### config.mk
export PLATFORM = sky130hd
export DESIGN_NAME = piso_framer
export DESIGN_NICKNAME = d
export VERILOG_FILES = /design/src/rtl/piso_framer.sv
export SDC_FILE = /design/constraint.sdc
export NUM_CORES = 1
export LEC_CHECK = 0
export ABC_AREA = 1
export CAP_MARGIN = 40
export CORE_AREA = 2 2 41 43
export DETAILED_ROUTE_END_ITERATION = 6
export DIE_AREA = 0 0 43 45
export GPL_ROUTABILITY_DRIVEN = 0
export PLACE_DENSITY = 0.72
export SYNTH_ARGS = -nofsm -noshare
export SYNTH_HDL_FRONTEND = slang
export SYNTH_SLANG_ARGS = --single-unit
### constraint.sdc
create_clock -name clk -period 1 [get_ports clk]
set_input_delay 0.1 -clock clk [delete_from_list [all_inputs] [get_ports clk]]
set_output_delay 0.1 -clock clk [all_outputs]
set_load 0.05 [all_outputs]
### src/rtl/piso_framer.sv
// rtl/piso_framer.sv - word-to-bit framer feeding the SISO chain, optional idle gap between frames
// Optional trailing even-parity bit when PISO_PARITY_EN is defined.
module piso_framer #(
  parameter int   WIDTH      = 5,
  parameter int   MSB_FIRST  = 0,
  parameter logic IDLE_LEVEL = 1'b0,
  parameter int   GAP_CYCLES = 1
) (
  input  logic             clk,
  input  logic             rst,
  input  logic [WIDTH-1:0] din,
  input  logic             din_valid,
  output logic             din_ready,
  output logic             so,
  output logic             so_valid,
  output logic             frame_start,
  output logic             busy
);

`ifdef PISO_PARITY_EN
  localparam int NBITS = WIDTH + 1;
`else
  localparam int NBITS = WIDTH;
`endif
  localparam int CW = $clog2(WIDTH + 2);
  localparam int GW = (GAP_CYCLES > 1) ? $clog2(GAP_CYCLES) : 1;
  localparam logic [CW-1:0] LAST_IDX = CW'(NBITS - 1);
  localparam logic [GW-1:0] GAP_LAST = (GAP_CYCLES > 0) ? GW'(GAP_CYCLES - 1) : '0;

  typedef enum logic [1:0] {IDLE, SHIFT, GAP} state_t;

  state_t           state, state_n;
  logic [WIDTH-1:0] sreg, sreg_n;
  logic [CW-1:0]    cnt, cnt_n;
  logic [GW-1:0]    gap_cnt, gap_cnt_n;
  logic             so_n, so_valid_n, frame_start_n, busy_n;
  logic             last, accept, next_bit;

  function automatic logic first_bit(input logic [WIDTH-1:0] x);
    return (MSB_FIRST != 0) ? x[WIDTH-1] : x[0];
  endfunction

  // Drops the bit just sent so the next one sits in the first-bit position.
  function automatic logic [WIDTH-1:0] shifted(input logic [WIDTH-1:0] x);
    return (MSB_FIRST != 0) ? {x[WIDTH-2:0], 1'b0} : {1'b0, x[WIDTH-1:1]};
  endfunction

  assign last      = (cnt == LAST_IDX);
  assign din_ready = (state == IDLE) || (state == SHIFT && last && GAP_CYCLES == 0);
  assign accept    = din_valid && din_ready;

`ifdef PISO_PARITY_EN
  localparam logic [CW-1:0] DATA_LAST = CW'(WIDTH - 1);
  logic par, par_n;

  always_comb begin
    par_n    = accept ? ^din : par;
    next_bit = (cnt == DATA_LAST) ? par : first_bit(sreg);
  end
`else
  always_comb begin
    next_bit = first_bit(sreg);
  end
`endif

  always_comb begin
    state_n       = state;
    sreg_n        = sreg;
    cnt_n         = cnt;
    gap_cnt_n     = gap_cnt;
    so_n          = IDLE_LEVEL;
    so_valid_n    = 1'b0;
    frame_start_n = 1'b0;

    case (state)
      SHIFT: begin
        if (!last) begin
          cnt_n      = cnt + 1'b1;
          so_n       = next_bit;
          so_valid_n = 1'b1;
          sreg_n     = shifted(sreg);
        end else if (GAP_CYCLES > 0) begin
          state_n   = GAP;
          gap_cnt_n = '0;
        end else begin
          state_n = IDLE;
        end
      end
      GAP: begin
        if (gap_cnt == GAP_LAST) state_n = IDLE;
        else gap_cnt_n = gap_cnt + 1'b1;
      end
      default: ;
    endcase

    // A word can only be taken from IDLE or, with no gap, on the last bit.
    if (accept) begin
      state_n       = SHIFT;
      sreg_n        = shifted(din);
      cnt_n         = '0;
      so_n          = first_bit(din);
      so_valid_n    = 1'b1;
      frame_start_n = 1'b1;
    end

    busy_n = (state_n != IDLE);
  end

  always_ff @(posedge clk) begin
    if (rst) begin
      state       <= IDLE;
      sreg        <= '0;
      cnt         <= '0;
      gap_cnt     <= '0;
      so          <= IDLE_LEVEL;
      so_valid    <= 1'b0;
      frame_start <= 1'b0;
      busy        <= 1'b0;
`ifdef PISO_PARITY_EN
      par         <= 1'b0;
`endif
    end else begin
      state       <= state_n;
      sreg        <= sreg_n;
      cnt         <= cnt_n;
      gap_cnt     <= gap_cnt_n;
      so          <= so_n;
      so_valid    <= so_valid_n;
      frame_start <= frame_start_n;
      busy        <= busy_n;
`ifdef PISO_PARITY_EN
      par         <= par_n;
`endif
    end
  end

endmodule

==> results.md <==
Status:
- The run finished, with violations left.
- The final reports fail on negative setup slack.

Worst setup path:
- Data on the critical path is required at its endpoint by roughly 0.9 ns.
- The worst register-to-register path ends at busy.
- The depth of the worst register-to-register path is 8.
- STA classifies the critical path startpoint as a flip-flop.
- In this run the worst path has a maximum fanout of 2.
- The reg-to-reg setup timing slack is -0.14 ns.
- The critical path in this run is classified as flip-flop to output port.
- Traced cell by cell, the critical path runs through inv_2, ha_4, buf_6, buf_12.
- The cell type group with the largest total delay on the critical path is flip-flops.
- Data arrives at the worst endpoint at 1.08 ns.
- The library cell contributing the largest single delay on the critical path is sky130_fd_sc_hd__dfxtp_2.
- The critical path contains buffers and inverters numbering 3 combined.
- Tracing the worst setup path back leads to its startpoint at state[0].
- The worst register-to-register path begins at state[0].
- The worst setup path is captured at an output port.
- The largest stage delay on the critical path is roughly 0.34 ns.

Timing:
- The clock arrives with 0.00353 ns of skew.
- The final number of max-transition violations is 0.
- The headroom to the max-slew limit is 74.3%.
- Setup repair after global routing could not meet its margin everywhere.
- The tightest hold margin is 0.371 ns.
- Once routing completed, OpenROAD measured the worst setup slack at -0.175 ns.
- The shortest period the worst path allows is 1.18 ns.
- Setup violations remaining at the end of the flow were counted as 14.
- The number of hold violations in the final report came to 0.
- At the pin with the least slew margin, the transition time is ~0.38 ns.
- After routing, the total negative slack on setup checks comes to -1.63 ns.
- The upper clock frequency limit is 0.851 GHz.
- The final critical path takes up 118% of the cycle.

Layout:
- Leaving out fill and tap cells, the most frequent cell in the layout is sky130_fd_sc_hd__nand2_1.
- After the last flow step, the layout net total stands at 119.
- 0 antenna diodes ended up in the layout.
- The count of cells in the finished layout, fillers not included, comes to 122.
- The post-layout utilization of the core is about two thirds.
- In the layout the commonest cells are 18 x sky130_fd_sc_hd__nand2_1, 10 x sky130_fd_sc_hd__dfxtp_1, 9 x sky130_fd_sc_hd__buf_4, 8 x sky130_fd_sc_hd__nand3_1, 7 x sky130_fd_sc_hd__clkdlybuf4s50_1.
- The final cell area excluding filler cells is 981 um^2.
- The share of final-layout standard cells stronger than drive strength 1 is 43.4%.
- The growth of design area from synthesis to finish is 64.4%.

Placement:
- In this run the tool buffered the top-level ports with 12 buffer cells.
- The detailed placer's ending HPWL is approximately 940 um.
- The placed instance area is between 800 and 900 um^2.
- The worst slack at placement is -0.244 ns.
- The post-placement cell count is 111.

Worst hold path:
- The hold path endpoint is so.
- In this run the worst hold path is classified as primary input to flip-flop.
- In this run the most critical hold path is launched from din[0].
- The worst hold path was traced through 3 stages.

Detailed routing:
- The detailed router placed 582 vias in this run.
- The post-detailed-routing wire length is 1.34 mm.
- The first TritonRoute pass finished after 4 iterations.
- The via count normalized by instance count is 4.77.
- In this run, the number of DRC markers left after iteration 0 of detailed routing was 4.
- After detailed routing, the number of remaining DRC violations is 0.
- In the final routed layout, each cell accounts on average for 10.9 um.
- The count of nets left with antenna violations once routing finished came out at 0.

Floorplan:
- The initialized floorplan defines 14 standard-cell rows.
- For this configuration, the core starts out at a cell density of 40.6%.
- In this run the horizontal extent of the chip is 43 um.
- The core region area is roughly 1500 um^2.
- The die area is 1940 um^2.
- The count of boundary I/O pins is 13.
- The height of the die is 45 um.

Clock tree:
- The CTS tree is yes.
- The number of sinks driven by the clock tree is 13.
- The root buffer selected by CTS is sky130_fd_sc_hd__clkbuf_4.
- The number of buffers on the longest clock path is 2.
- The clock insertion delay at the later pin of the skew report is 0.27 ns.
- In this run the number of H-tree levels came out at 1.
- The post-CTS clock slew at the launch and capture registers of the worst setup and hold paths is 0.08 ns.
- In this run, CTS created clock tree buffers numbering 3.

Global routing:
- Entering global routing, the biggest net connects 11 pins.
- Global routing consumed, over all layers together, 15.9% of the routing resources.
- The number of global-route vias before repair is 557.
- The total grt overflow is 0.
- The global-route wire length before repair is 2.19 mm.
- The initial antenna violation count is 0.

Logic synthesis:
- The fraction of synthesized cell area taken by the top area cell type is 43.6%.
- The sequential share of the synthesized area is between 40% and 50%.
- Yosys attributes the largest share of cell area to sky130_fd_sc_hd__dfxtp_1 44%, sky130_fd_sc_hd__nand2_1 13%, sky130_fd_sc_hd__ha_1 8.4%, sky130_fd_sc_hd__nand3_1 7.5%, sky130_fd_sc_hd__a21oi_1 5.9%.
- Synthesis produced a netlist with a net count of 90.
- The synthesized netlist contains 14 unique library cells.
- The library cell with the largest summed area after synthesis is sky130_fd_sc_hd__dfxtp_1.
- Each instance of the synthesized netlist takes up on average around 7.7 um^2.
- The cell count after synthesis came out at 78.
- The flip-flop and latch count after synthesis is 13.
- The cell area after synthesis is 597 um^2.
- For this run, the number of Yosys warnings is 0.

Power:
- The overall power of the completed layout is roughly 1.4 mW.
- In this run the power density over the cells is about 1400 nW/um^2.
- The maximum VDD drop is 0.957 mV.
- Summed over all cells, the static leakage comes to 0.448 nW.

Job:
- The number of max-capacitance violations reported is 0.
## cell usage after synthesis
library cell / n
sky130_fd_sc_hd__a21oi_1: 7
sky130_fd_sc_hd__dfxtp_1: 13
sky130_fd_sc_hd__ha_1: 4
sky130_fd_sc_hd__inv_1: 9
sky130_fd_sc_hd__inv_2: 3
sky130_fd_sc_hd__nand2_1: 20
sky130_fd_sc_hd__nand2_2: 4
sky130_fd_sc_hd__nand2_4: 2
sky130_fd_sc_hd__nand3_1: 9
sky130_fd_sc_hd__nand3b_1: 1
sky130_fd_sc_hd__nand4_1: 1
sky130_fd_sc_hd__nor2_1: 3
sky130_fd_sc_hd__o21ai_1: 1
sky130_fd_sc_hd__o21ai_2: 1
## registers in the layout (all words and copies together) (netlist names)
signal and cells:
so 1, sreg 4, busy 1, cnt 3, state 2, so_valid 1
frame_start 1
## logic make-up (layout without fill, tap and decap cells)
logic type	count (synthesis)	count (layout)	share of synthesized area, %
DFF	13	13	43.6
adders and majority gates	4	4	8.39
buffers and inverters	12	39	7.55
AOI/OAI and AO/OA	9	9	8.17
and+or+nand+nor	40	41	32.3
## per-layer routing
layer	global-route usage, %	wire (um)
met3	2.40	41
met2	29.4	697
met4	10.9	22
met5	0	0
met1	16.6	573
## power breakdown
part           internal (mW)  switching (mW)
clock network          0.154           0.171
logic                  0.243           0.250
registers              0.557          0.0257
total                  0.955           0.447
## layout make-up
| type | count | area, um^2 |
|---|---|---|
| clock buffer | 4 | 26.3 |
| inverter | 12 | 47.5 |
| fill | 116 | 490 |
| tap | 16 | 20.0 |
| timing repair buffer | 23 | 264 |
| multi-input combinational | 54 | 359 |
| sequential | 13 | 264 |
## how the worst max path moves through the flow
stage / slack (ns) / end / cells past startpoint
after CTS: -0.17 / sreg[3] / 9
final: -0.18 / din_ready / 4
after global routing: -0.21 / sreg[1] / 6
after floorplan: -0.1 / busy / 7
after global placement: -0.20 / busy / 6
after detailed placement: -0.24 / busy / 6
## worst register-to-register path, cell delays in order (launching register included)
cell and delay (ns):
sky130_fd_sc_hd__dfxtp_2 0.33, sky130_fd_sc_hd__inv_2 0.08, sky130_fd_sc_hd__ha_4 0.15, sky130_fd_sc_hd__buf_8 0.13
sky130_fd_sc_hd__nand2_8 0.07, sky130_fd_sc_hd__nand2_4 0.10, sky130_fd_sc_hd__nor2_1 0.05, sky130_fd_sc_hd__nand2_1 0.07
sky130_fd_sc_hd__nand3_1 0.07
## what timing repair did
| action | in CTS | in global routing |
|---|---|---|
| gates resized for setup | 4 | 9 |
| buffers inserted | 4 | 2 |
| hold buffers | 0 | 0 |
| gates cloned | 1 | 0 |
| pin swaps | 2 | 5 |
| endpoints found under the hold margin | 0 | 0 |
| setup endpoints to repair | 12 | 14 |
Power figures use the tool's default switching activity.
